<file path="src/rtl/seq_det_pkg.sv">
// seq_det_pkg: shared definitions for the 1-1-0-1-1 serial pattern detector.
//   state_t          - FSM state enum (S0..S4), STATE_W bits wide
//   PATTERN          - target bit pattern, MSB is the first bit received
//   OVERLAP_RESTART  - state re-entered after a hit when overlap is enabled
package seq_det_pkg;

    localparam int unsigned STATE_W = 3;

    typedef enum logic [STATE_W-1:0] {
        S0 = 3'd0,   // idle
        S1 = 3'd1,   // seen "1"
        S2 = 3'd2,   // seen "11"
        S3 = 3'd3,   // seen "110"
        S4 = 3'd4    // seen "1101"
    } state_t;

    localparam logic [4:0] PATTERN = 5'b11011;

    // The trailing "11" of a hit is also the leading "11" of the next one.
    localparam state_t OVERLAP_RESTART = S2;

endpackage

</file>
<file path="src/rtl/sat_counter.sv">
// sat_counter: generic saturating up-counter.
//   clk - rising-edge clock
//   rst - asynchronous active-low reset (clears cnt)
//   inc - increment request, sampled on the rising edge
//   cnt - W-bit count, holds at all-ones instead of wrapping
module sat_counter #(
    parameter int unsigned W = 8
) (
    input  logic         clk,
    input  logic         rst,
    input  logic         inc,
    output logic [W-1:0] cnt
);

    always_ff @(posedge clk or negedge rst) begin
        if (!rst) begin
            cnt <= '0;
        end else if (inc && (cnt != '1)) begin
            cnt <= cnt + W'(1);
        end
    end

endmodule

</file>
<file path="src/rtl/seq_11011_mealy.sv">
// seq_11011_mealy: Mealy detector for the serial pattern 1-1-0-1-1.
//   clk     - rising-edge clock
//   rst     - asynchronous active-low reset
//   x       - serial data bit, sampled on the rising edge
//   y       - detection pulse, high while the final '1' is on x
//   det_cnt - saturating count of detections since reset
// Parameters: OVERLAP (1 = restart from "11" after a hit, 0 = restart idle),
//             CNT_W (det_cnt width).
// Build option: SEQ_11011_REG_OUT_EN registers y (one cycle later,
// glitch-free); det_cnt timing is unaffected.
module seq_11011_mealy
    import seq_det_pkg::*;
#(
    parameter bit          OVERLAP = 1'b1,
    parameter int unsigned CNT_W   = 8
) (
    input  logic             clk,
    input  logic             rst,
    input  logic             x,
    output logic             y,
    output logic [CNT_W-1:0] det_cnt
);

    localparam state_t RESTART = OVERLAP ? OVERLAP_RESTART : S0;

    state_t state, state_nxt;
    logic   det;

    always_ff @(posedge clk or negedge rst) begin
        if (!rst) begin
            state <= S0;
        end else begin
            state <= state_nxt;
        end
    end

    // Each state advances when x matches the next pattern bit. In S2 a
    // further '1' keeps "11" as the longest matched prefix, so stay put.
    always_comb begin
        state_nxt = S0;
        det       = 1'b0;
        case (state)
            S0: state_nxt = (x == PATTERN[4]) ? S1 : S0;
            S1: state_nxt = (x == PATTERN[3]) ? S2 : S0;
            S2: state_nxt = (x == PATTERN[2]) ? S3 : S2;
            S3: state_nxt = (x == PATTERN[1]) ? S4 : S0;
            S4: begin
                if (x == PATTERN[0]) begin
                    det       = 1'b1;
                    state_nxt = RESTART;
                end else begin
                    state_nxt = S0;
                end
            end
            default: state_nxt = S0;
        endcase
    end

`ifdef SEQ_11011_REG_OUT_EN
    logic y_q;

    always_ff @(posedge clk or negedge rst) begin
        if (!rst) begin
            y_q <= 1'b0;
        end else begin
            y_q <= det;
        end
    end

    assign y = y_q;
`else
    assign y = det;
`endif

    sat_counter #(
        .W(CNT_W)
    ) u_det_cnt (
        .clk(clk),
        .rst(rst),
        .inc(det),
        .cnt(det_cnt)
    );

endmodule

</file>
<file path="config.mk">
export PLATFORM = sky130hd
export DESIGN_NAME = seq_11011_mealy
export DESIGN_NICKNAME = d
export VERILOG_FILES = /design/src/rtl/seq_det_pkg.sv /design/src/rtl/sat_counter.sv /design/src/rtl/seq_11011_mealy.sv
export SDC_FILE = /design/constraint.sdc
export NUM_CORES = 1
export LEC_CHECK = 0
export CELL_PAD_IN_SITES_DETAIL_PLACEMENT = 0
export CELL_PAD_IN_SITES_GLOBAL_PLACEMENT = 1
export CORE_ASPECT_RATIO = 1.4
export CORE_MARGIN = 2
export CORE_UTILIZATION = 28
export CTS_CLUSTER_DIAMETER = 100
export CTS_CLUSTER_SIZE = 25
export DETAILED_ROUTE_END_ITERATION = 12
export DONT_BUFFER_PORTS = 1
export PLACE_DENSITY = 0.55
export SETUP_SLACK_MARGIN = 0.02
export SLEW_MARGIN = 40
export SYNTH_ARGS = -nofsm -noshare
export SYNTH_HDL_FRONTEND = slang
export SYNTH_SLANG_ARGS = --single-unit
</file>
<file path="constraint.sdc">
create_clock -name clk -period 1.3 [get_ports clk]
set_input_delay 0.13 -clock clk [delete_from_list [all_inputs] [get_ports clk]]
set_output_delay 0.13 -clock clk [all_outputs]
set_load 0.1 [all_outputs]
</file>
==> metrics.md, run 1 <==
| Metric | Value |
|---|---|
| Status | `finished with violations` |
| Failing checks | `setup timing` |
| Vias in the first global route | `555` |
| Endpoint, Worst Hold | `state[0]` |
| Tcrit/Tclk final | `113%` |
| Syn Nets | `52` |
| Worst EP arrival | `approximately 1.6 ns` |
| N_diodes | `0` |
| Multi-input gate area | `314 sq um` |
| Initial DRC count | `10` |
| CTS Buffer Depth | `2` |
| Num ports | `12` |
| Total power | `1.31 mW` |
| Max cap viols | `0` |
| Sink Count | `11` |
| R2R setup slack | `-0.16 ns` |
| Static leakage power | `0.402 nW` |
| YS warnings | `0` |
| Core area | `1950 sq um` |
| First-pass GRT wire length | `about 2.4 mm` |
| Reg2reg end | `u_det_cnt.cnt[1]` |
| Slowest-stage cell, CP | `dfrtp_1` |
| P per Cell Area | `around 1400 nW/um^2` |
| CTS Root Cell | `clkbuf_4` |
| Reg area | `a little over 300 sq um` |
| Worst min-delay path class | `input port to flop` |
| Die Area | `2420 sq um` |
| Total Wirelength | `around 1.4 mm` |
| FILL cells | `180` |
| Rows | `19` |
| Critical-path cell list | `nand4bb_4, buf_4, a41o_2, mux2_4` |
| Cells after DPL | `90` |
| Clock latency at the later pin of the worst-skew pair | `0.27 ns` |
| Seq cells post-synth | `11` |
| Clock skew | `0.00665 ns` |
| Post-route core utilization | `47.8%` |
| Mapped Cells | `48` |
| # nets final | `84` |
| Worst hold slack | `about 0.046 ns` |
| H-tree depth | `1` |
| Pre-antenna DRT Iters | `4` |
| Placer Congestion | `0.710` |
| Share of cells above drive strength 1 | `64.6%` |
| CTS buffer count | `3` |
| Max IR drop VDD | `approximately 0.9 mV` |
| Kind of critical path | `flop to flop` |
| Setup TNS | `-1.07 ns` |
| Synth-to-Final Area Change | `63.5%` |
| Starting Density | `29.2%` |
| Highest clock rate | `between 600 and 700 MHz` |
| RR Startpoint | `state[0]` |
| Routed length per instance | `roughly 14 um` |
| Placed Area | `808 sq um` |
| Worst path bufs/invs | `1` |
| Register area share after synthesis | `48.4%` |
| Crit path required time | `1.46 ns` |
| Slew of the pin with the lowest slew margin | `between 0.5 and 0.6 ns` |
| Min Tclk post-route | `~1.5 ns` |
| Hold Startpoint | `x` |
| Setup slack at placement | `-0.126 ns` |
| Non-filler instance count after layout | `100` |
| Syn Area/Cell | `11.9 sq um` |
| Vias | `488` |
| FF-to-FF path depth | `4` |
| Worst-path clk slew | `0.07 ns` |
| Initial antenna violation count | `0` |
| Final Worst Setup Slack | `-0.164 ns` |
| Hold Path Depth | `2` |
| Gr usage total | `13.2%` |
| Synth cell types | `28` |
| Worst path max stage delay | `0.38 ns` |
| RSZ-0062 raised after global routing | `true` |
| Hold Fails Final Rpt | `0` |
| DRC Markers | `0` |
| GRT overflow | `0` |
| PortBufs | `0` |
| Relative slew slack | `63.8%` |
| Setup crit start | `state[0]` |
| CTS tree | `built` |
| Antenna viol nets, final | `0` |
| Vias per inst | `4.88` |
| Area of the mapped netlist | `569 sq um` |
| CP Capture Type | `flop` |
| Critical path's top delay family | `flip-flops` |
| Die Y | `around 57 um` |
| Final-report setup violation count | `9` |
| Post-DP HPWL | `between 1 and 1.5 mm` |
| Slew Viols, Final | `0` |
| Finished Cell Area | `931 sq um` |
| Die width | `between 40 and 50 um` |
| Largest net degree at the start of global routing | `12` |
| CP Launch Type | `flop` |
| CP Max Fanout | `4` |
==> report_power, final <==
| group | internal [mW] | leakage (nW) | total [mW] | switching (mW) |
|---|---|---|---|---|
| logic | 0.265 | 0.256 | 0.601 | 0.336 |
| registers | 0.420 | 0.131 | 0.479 | 0.0594 |
| clock network | 0.119 | 0.0150 | 0.232 | 0.114 |
| total | 0.804 | 0.402 | 1.31 | 0.509 |
==> layout make-up <==
type / count / area share, %
clock buffer: 4 / 2.82
inverter: 2 / 1.21
multi-input combinational: 34 / 33.7
sequential: 11 / 32.8
tap: 21 / 2.82
timing repair buffer: 28 / 26.6
==> flip-flops by register name (all words and copies together) (netlist names) <==
register,flops
u_det_cnt.cnt,8
state,3
==> cells by family after synthesis <==
| family | count (synthesis) | share of synthesized area [%] |
|---|---|---|
| and+or+nand+nor | 17 | 21.8 |
| AOI/OAI and AO/OA | 7 | 9.45 |
| xor gates and xnor gates | 4 | 6.15 |
| buffers and inverters | 3 | 1.98 |
| DFF | 11 | 48.4 |
| muxes | 5 | 10.1 |
| adders and majority gates | 1 | 2.20 |
==> repair_timing <==
item	4_1_cts	5_1_grt
buffers inserted	4	1
resized for setup	10	2
endpoints found under the hold margin	11	0
pin swaps	3	2
hold buffers	1	0
endpoints found under the setup margin	11	10
==> layout by cell type, fill, tap and decap left out, types with 2 or more instances in the layout <==
cell type	n
xnor2_1	3
mux2i_1	2
nand3_1	4
mux2_2	2
dfrtp_4	8
buf_4	20
clkbuf_4	3
buf_6	6
nand2_1	2
dfrtp_1	3
==> how the worst max path moves through the flow <==
| stage | end | slack (ns) | depth (start not counted) |
|---|---|---|---|
| 6_report | u_det_cnt.cnt[1] | -0.16 | 4 |
| 3_3_place_gp | u_det_cnt.cnt[7] | -0.09 | 3 |
| 2_1_floorplan | u_det_cnt.cnt[1] | -0.30 | 4 |
| 4_1_cts | u_det_cnt.cnt[1] | -0.17 | 4 |
| 5_1_grt | u_det_cnt.cnt[4] | -0.22 | 6 |
| 3_5_place_dp | u_det_cnt.cnt[1] | -0.13 | 3 |
==> worst register-to-register path: stages, from the launching register on <==
cell	delay (ns)
dfrtp_1	0.38
nand4bb_4	0.26
buf_4	0.17
a41o_2	0.24
mux2_4	0.30
==> synth_stat cells <==
cell | n | share of area, %
a211oi_1 | 1 | 1.3
a21boi_0 | 1 | 1.3
a21oi_1 | 1 | 0.88
a311o_2 | 1 | 2.0
a31oi_1 | 1 | 1.1
a41o_2 | 1 | 2.0
and2_1 | 1 | 1.1
and2b_1 | 1 | 1.3
and3_1 | 1 | 1.1
and4b_1 | 1 | 1.8
clkbuf_1 | 1 | 0.66
dfrtp_1 | 11 | 48
ha_1 | 1 | 2.2
inv_1 | 2 | 1.3
mux2_2 | 2 | 4.0
mux2_4 | 1 | 2.6
mux2i_1 | 2 | 3.5
nand2_1 | 2 | 1.3
nand2b_1 | 1 | 1.1
nand3_1 | 4 | 3.5
nand4_1 | 1 | 1.1
nand4bb_4 | 1 | 4.8
nor2_1 | 1 | 0.66
nor3_1 | 2 | 1.8
nor4_2 | 1 | 2.2
o21ai_0 | 1 | 0.88
xnor2_1 | 3 | 4.6
xor2_1 | 1 | 1.5
==> layer usage <==
metal	share of wire, %	track usage, %
met2	55	22.3
met5	0	0
met3	3.4	2.22
met4	0.56	8.48
met1	41	15.4
Power figures use the tool's default switching activity.
==> run 2, diff against run 1 <==
--- a/config.mk
+++ b/config.mk
@@ -19,4 +19,5 @@
 export SLEW_MARGIN = 40
 export SYNTH_ARGS = -nofsm -noshare
 export SYNTH_HDL_FRONTEND = slang
+export SYNTH_HIERARCHICAL = 1
 export SYNTH_SLANG_ARGS = --single-unit
==> run 2 against run 1 <==
- the run still ends with setup timing left
- combinational power shrank 12%
- first-iteration DRC count shrank 40%
- power shrank 7.2%
- worst hold slack lost 0.016 ns
- critical path depth is the same
- clock-buffer cell count is the same
- clock power is essentially flat
- synthesized cell count shrank 8.3%
- largest cell class unchanged
==> metrics.md, run 2 <==
| Metric | Value |
|---|---|
| Min Tclk post-route | `1.46 ns (-0.000917 ns)` |
| Post-DP HPWL | `928 um (-15%)` |
| Synth-to-Final Area Change | `58.1%` |
| Die Area | `2330 sq um (-3.6%)` |
| Post-synth ARST share | `100% (unchanged)` |
| Total Wirelength | `1.35 mm (-5.8%)` |
| Worst-path clk slew | `0.07 ns (about the same)` |
| Vias in the first global route | `496 (-11%)` |
| Placer Congestion | `0.774 (+9.0%)` |
| Max cap viols | `0 (unchanged)` |
| Failing checks | `setup timing` |
| Most frequent cells in the layout | `buf_4 (17), dfrtp_2 (6), buf_6 (4)` |
| Vias | `471 (-3.5%)` |
| Die Y | `56.3 um (-1.9%)` |
| Share of the synthesized area in the top cell type | `50.3% (+2.0 points)` |
| Worst EP arrival | `1.62 ns (about the same)` |
| Leading cell type in the layout, fill and taps excluded | `buf_4` |
| Largest registers | `u_det_cnt/cnt: 8 flops, state: 3 flops` |
| CP Capture Type | `flop` |
| Register area share after synthesis | `50.3% (+2.0 points)` |
| CTS Buffer Depth | `2 (unchanged)` |
| FILL cells | `173 (-3.9%)` |
| P per Cell Area | `1410 nW/um^2 (-0.13%)` |
| Max IR drop VDD | `1.28 mV (+41%)` |
| CTS Root Cell | `clkbuf_4` |
| Starting Density | `30.3% (+1.1 points)` |
| Relative slew slack | `65.9% (+2.1 points)` |
| Synth cell types | `28 (unchanged)` |
| Area of the mapped netlist | `547 sq um (-4.0%)` |
| Vias per inst | `5.18 (+6.1%)` |
| Syn Area/Cell | `12.4 sq um (+4.8%)` |
| Antenna viol nets, final | `0 (unchanged)` |
| Share of cells above drive strength 1 | `64.8% (+0.23 points)` |
| Routed length per instance | `14.8 um (+3.5%)` |
| Die width | `41.3 um (-1.8%)` |
| Top_reg_cell synth | `dfrtp_1` |
| Initial DRC count | `6 (-4)` |
| CTS buffer count | `3 (unchanged)` |
| Final Worst Setup Slack | `-0.163 ns (+0.000917 ns)` |
| CP Max Fanout | `4 (unchanged)` |
| Top reg by flops | `u_det_cnt/cnt` |
| Static leakage power | `0.378 nW (-6.0%)` |
| Post-route core utilization | `48.0% (+0.23 points)` |
| Largest net degree at the start of global routing | `12 (unchanged)` |
| # nets final | `76 (-9.5%)` |
| Tcrit/Tclk final | `113% (about the same)` |
| Cell with the most instances after synthesis | `dfrtp_1` |
| Num ports | `12 (unchanged)` |
| CP Launch Type | `flop` |
| Pre-antenna DRT Iters | `4 (unchanged)` |
| Rows | `18 (-1)` |
| Worst hold slack | `0.0300 ns (-0.0160 ns)` |
| Crit path required time | `1.46 ns (about the same)` |
| Hold Fails Final Rpt | `0 (unchanged)` |
| EDFF count, synth | `0 (unchanged)` |
| Max reg flops | `8 (unchanged)` |
| Final-report setup violation count | `8 (-1)` |
| DRC Markers | `0 (unchanged)` |
| Core area | `1800 sq um (-7.6%)` |
| Placed Area | `753 sq um (-6.8%)` |
| GRT overflow | `0 (unchanged)` |
| Area leader, netlist | `dfrtp_1` |
| Clock skew | `0.000470 ns (-0.00618 ns)` |
| Slew Viols, Final | `0 (unchanged)` |
| RSZ-0062 raised after global routing | `true` |
| Seq cells post-synth | `11 (unchanged)` |
| N_diodes | `0 (unchanged)` |
| Slew of the pin with the lowest slew margin | `0.511 ns (-0.0314 ns)` |
| H-tree depth | `1 (unchanged)` |
| CTS tree | `built` |
| Initial antenna violation count | `0 (unchanged)` |
| Kind of critical path | `flop to flop` |
| PortBufs | `0 (unchanged)` |
| Total power | `1.22 mW (-7.2%)` |
| YS warnings | `6 (+6)` |
| Syn Nets | `48 (-7.7%)` |
| Worst min-delay path class | `input port to flop` |
| Highest clock rate | `684 MHz (about the same)` |
| First-pass GRT wire length | `2.28 mm (-5.2%)` |
| Clock latency at the later pin of the worst-skew pair | `0.27 ns (about the same)` |
| Status | `finished with violations` |
| Finished Cell Area | `865 sq um (-7.1%)` |
| Gr usage total | `14.1% (+0.86 points)` |
| Largest cells by area after synthesis | `dfrtp_1 (50%), a41oi_1 (3.2%), xnor2_1 (3.2%), a311oi_2 (2.7%), mux2_4 (2.7%)` |
| Mapped Cells | `44 (-8.3%)` |
| Sink Count | `11 (unchanged)` |
-- run 2: cell count changes in the layout (fill, tap and decap cells not counted), sizes merged, moves of 2 or more --
cell,before,now
and4bb,0,2
a41oi,0,2
mux2i,2,0
buf,27,22
-- run 2: final timing paths --
kind,startpoint,to,slack [ns],cells past startpoint
min in group asynchronous,rst,state[2],0.27,1
setup reg to reg,state[0],u_det_cnt/cnt[5],-0.16,4
hold reg to reg,u_det_cnt/cnt[4],u_det_cnt/cnt[4],0.53,1
hold / removal,x,state[0],0.03,2
max in group asynchronous,rst,u_det_cnt/cnt[1],0.65,1
setup / recovery,state[0],u_det_cnt/cnt[5],-0.16,4
-- run 2: per-stage QoR --
stage / std cells / setup WS (ns) / setup TNS, ns
2_1_floorplan: 44 / -0.506 / -2.43
3_3_place_gp: 84 / -0.119 / -0.364
3_5_place_dp: 84 / -0.138 / -0.498
4_1_cts: 90 / -0.143 / -0.736
5_1_grt: 91 / -0.212 / -1.38
6_report: 91 / -0.163 / -0.790
-- run 2: routing by layer --
layer	part of all wire [%]	up-vias	GRT usage (%)
li1	-	228	-
met3	5.0	0	3.95
met1	42	230	18.0
met4	0	0	5.53
met2	53	13	21.4
met5	0	-	0
-- run 2: cells by family after synthesis --
family	Yosys count	share of synthesized area [%]
simple gates	15	21.3
compound gates	11	15.8
flops	11	50.3
xor+xnor	3	4.81
mux	2	4.80
buf+inv	1	0.686
fa+ha+maj	1	2.29
-- run 2: layout make-up --
type                            instances  area, sq um  share of cell area (%)
Inverter                                1         3.75                   0.434
Sequential cell                        11          290                    33.6
Clock buffer                            4         26.3                    3.04
Tap cell                               20         25.0                    2.89
Timing Repair Buffer                   23          203                    23.4
Multi-Input combinational cell         32          317                    36.6
-- run 2: report_power, final --
group          leakage, nW  internal (mW)  switching, mW  total [mW]
logic                0.227          0.219          0.307       0.526
clock network       0.0150          0.119          0.116       0.235
registers            0.136          0.413         0.0435       0.457
total                0.378          0.751          0.466        1.22
-- run 2: worst max-delay path: stages (launching register included) --
cell and delay, ns:
dfrtp_1 0.38, and4bb_4 0.36, and4_4 0.24, nand3_2 0.08, mux2_4 0.29
-- run 2: repair_timing --
item                                   CTS  global route
resized for setup                        5             7
endpoints found under the hold margin   11             0
hold buffers                             1             0
pin swaps                                5             4
setup buffers                            1             1
setup endpoints to repair                9            10
==> run 3, diff against run 2 <==
--- a/config.mk
+++ b/config.mk
@@ -7,14 +7,13 @@
 export LEC_CHECK = 0
 export CELL_PAD_IN_SITES_DETAIL_PLACEMENT = 0
 export CELL_PAD_IN_SITES_GLOBAL_PLACEMENT = 1
-export CORE_ASPECT_RATIO = 1.4
 export CORE_MARGIN = 2
-export CORE_UTILIZATION = 28
+export CORE_UTILIZATION = 37
 export CTS_CLUSTER_DIAMETER = 100
 export CTS_CLUSTER_SIZE = 25
 export DETAILED_ROUTE_END_ITERATION = 12
 export DONT_BUFFER_PORTS = 1
-export PLACE_DENSITY = 0.55
+export PLACE_DENSITY = 0.68
 export SETUP_SLACK_MARGIN = 0.02
 export SLEW_MARGIN = 40
 export SYNTH_ARGS = -nofsm -noshare
==> constraint.sdc (replaced) <==
create_clock -name clk -period 1.3 [get_ports clk]
set_input_delay 0.26 -clock clk [delete_from_list [all_inputs] [get_ports clk]]
set_output_delay 0.26 -clock clk [all_outputs]
set_load 0.1 [all_outputs]
==> run 3 against run 2 <==
- non-clock buffer count is 3 lower
- via count increased by 3.8%
- sequential share of layout area down 0.57 points
- core utilization is 18 points higher
- critical path depth shrank 2
- sequential power rose by 2%
- sequential cell count unchanged
- wire length decreased by 2.4%
- worst setup slack got worse by 0.013 ns
- critical endpoint is now y
- the run still ends with setup timing left
- register-to-register slack barely moved
==> metrics.md, run 3 (synthesis gave the netlist of run 2 again) <==
| Metric | Value |
|---|---|
| Initial antenna violation count | `0 (unchanged)` |
| CP Capture Type | `output port` |
| Kind of critical path | `flop to output port` |
| Core area | `1330 sq um (-26%)` |
| Worst-path clk slew | `0.07 ns (about the same)` |
| GRT overflow | `0 (unchanged)` |
| Cells after DPL | `77 (-8.3%)` |
| Worst EP arrival | `1.22 ns (-0.40 ns)` |
| Max IR drop VDD | `1.27 mV (-0.37%)` |
| Crit path required time | `1.04 ns (-0.42 ns)` |
| Max cap viols | `0 (unchanged)` |
| CTS Root Cell | `clkbuf_4` |
| Setup TNS | `-1.10 ns (-0.314 ns)` |
| Static leakage power | `0.369 nW (-2.3%)` |
| Post-DP HPWL | `914 um (-1.5%)` |
| Placed Area | `744 sq um (-1.2%)` |
| Final Worst Setup Slack | `-0.176 ns (-0.0125 ns)` |
| Clock latency at the later pin of the worst-skew pair | `0.27 ns (about the same)` |
| Die width | `42.4 um (+2.6%)` |
| Vias in the first global route | `524 (+5.6%)` |
| CTS buffer count | `3 (unchanged)` |
| Max reg flops | `8 (unchanged)` |
| Sink Count | `11 (unchanged)` |
| CTS tree | `built` |
| PortBufs | `0 (unchanged)` |
| H-tree depth | `1 (unchanged)` |
| Setup slack at placement | `-0.153 ns (-0.0152 ns)` |
| Largest registers | `u_det_cnt/cnt: 8 flops, state: 3 flops` |
| Starting Density | `41.0% (+11 points)` |
| Pre-antenna DRT Iters | `4 (unchanged)` |
| Die Y | `42.4 um (-25%)` |
| Met3 GRT Util | `8.62% (+4.7 points)` |
| Num ports | `12 (unchanged)` |
| Worst hold slack | `0.164 ns (+0.134 ns)` |
| Status | `finished with violations` |
| Relative slew slack | `66.6% (+0.74 points)` |
| Gr usage total | `18.0% (+3.9 points)` |
| RSZ-0062 raised after global routing | `true` |
| Slew Viols, Final | `0 (unchanged)` |
| Share of cells above drive strength 1 | `64.7% (-0.083 points)` |
| Clock skew | `0.00518 ns (+0.00471 ns)` |
| Vias | `489 (+3.8%)` |
| Failing checks | `setup timing` |
| Finished Cell Area | `880 sq um (+1.7%)` |
| Placer Congestion | `0.808 (+4.4%)` |
| Die Area | `1800 sq um (-23%)` |
| Highest clock rate | `678 MHz (-0.85%)` |
| Met2 usage | `28.6% (+7.2 points)` |
| CTS Buffer Depth | `2 (unchanged)` |
| Non-filler instance count after layout | `83 (-8.8%)` |
| Slew of the pin with the lowest slew margin | `0.499 ns (-0.0111 ns)` |
| Worst min-delay path class | `input port to flop` |
| N_diodes | `0 (unchanged)` |
| Final-report setup violation count | `10 (+2)` |
| # nets final | `73 (-3.9%)` |
| Tcrit/Tclk final | `114% (+0.96 points)` |
| Most frequent cells in the layout | `buf_6 (8), buf_4 (8), dfrtp_2 (6)` |
| Hold Fails Final Rpt | `0 (unchanged)` |
| CP Launch Type | `flop` |
| Rows | `13 (-5)` |
| FILL cells | `101 (-42%)` |
| Vias per inst | `5.89 (+14%)` |
| Met1 usage | `19.7% (+1.7 points)` |
| P per Cell Area | `1410 nW/um^2 (about the same)` |
| FF-to-FF path depth | `4 (unchanged)` |
| Busiest metal layer after global routing | `met2` |
| Largest net degree at the start of global routing | `12 (unchanged)` |
| Min Tclk post-route | `1.48 ns (+0.0125 ns)` |
| Routed length per instance | `15.9 um (+7.0%)` |
| DRC Markers | `0 (unchanged)` |
| Synth-to-Final Area Change | `60.9%` |
| Top reg by flops | `u_det_cnt/cnt` |
| Initial DRC count | `8 (+2)` |
| First-pass GRT wire length | `2.30 mm (+1.2%)` |
| Antenna viol nets, final | `0 (unchanged)` |
| Hold Path Depth | `2 (unchanged)` |
| CP Max Fanout | `4 (unchanged)` |
| Total Wirelength | `1.32 mm (-2.4%)` |
-- run 3: changes by cell type in the layout (fill, tap and decap cells not counted), sizes merged --
cell and change:
buf -3
-- run 3: timing repair --
item | CTS | global route
hold buffers | 1 | 0
resized for setup | 9 | 11
endpoints found under the hold margin | 11 | 0
buffers inserted | 1 | 0
pin swaps | 3 | 3
setup endpoints to repair | 13 | 15
-- run 3: where the power goes --
part | total [mW] | internal (mW) | switching, mW
Clock | 0.234 | 0.119 | 0.115
Sequential | 0.465 | 0.414 | 0.0510
Combinational | 0.541 | 0.226 | 0.315
-- run 3: final cells by class --
type                    instances  area, sq um  area share [%]
clock buffers                   4         26.3            2.99
multi-input cells              32          325            37.0
inverters                       1         3.75           0.427
well taps                      15         18.8            2.13
repair buffers                 20          215            24.5
flip-flops and latches         11          290            33.0
-- run 3: path summary, 6_finish.rpt --
kind / start / slack [ns] / to
worst max-delay path: state[1] / -0.18 / y
worst min-delay path: x / 0.16 / state[0]
worst max register to register: state[1] / -0.17 / u_det_cnt/cnt[5]
worst min register to register: u_det_cnt/cnt[4] / 0.54 / u_det_cnt/cnt[4]
max in group asynchronous: rst / 0.53 / u_det_cnt/cnt[0]
min in group asynchronous: rst / 0.39 / state[1]
-- run 3: routing by layer --
metal | vias to the layer above | routed length [um]
met5 | - | 0
met4 | 0 | 22
met3 | 4 | 80
met2 | 13 | 656
met1 | 249 | 558
li1 | 223 | -
-- run 3: per-stage QoR --
stage                     util [%]  power, mW
after floorplan                  -      0.775
after detailed placement      55.8      0.946
after global placement        55.8      0.919
final                         65.9       1.24
after global routing          65.9       1.31
after CTS                     61.9       1.23
-- run 3: critical path, stage by stage, from the launching register on --
cell and delay (ns):
dfrtp_1 0.38, and4bb_4 0.37, buf_12 0.18
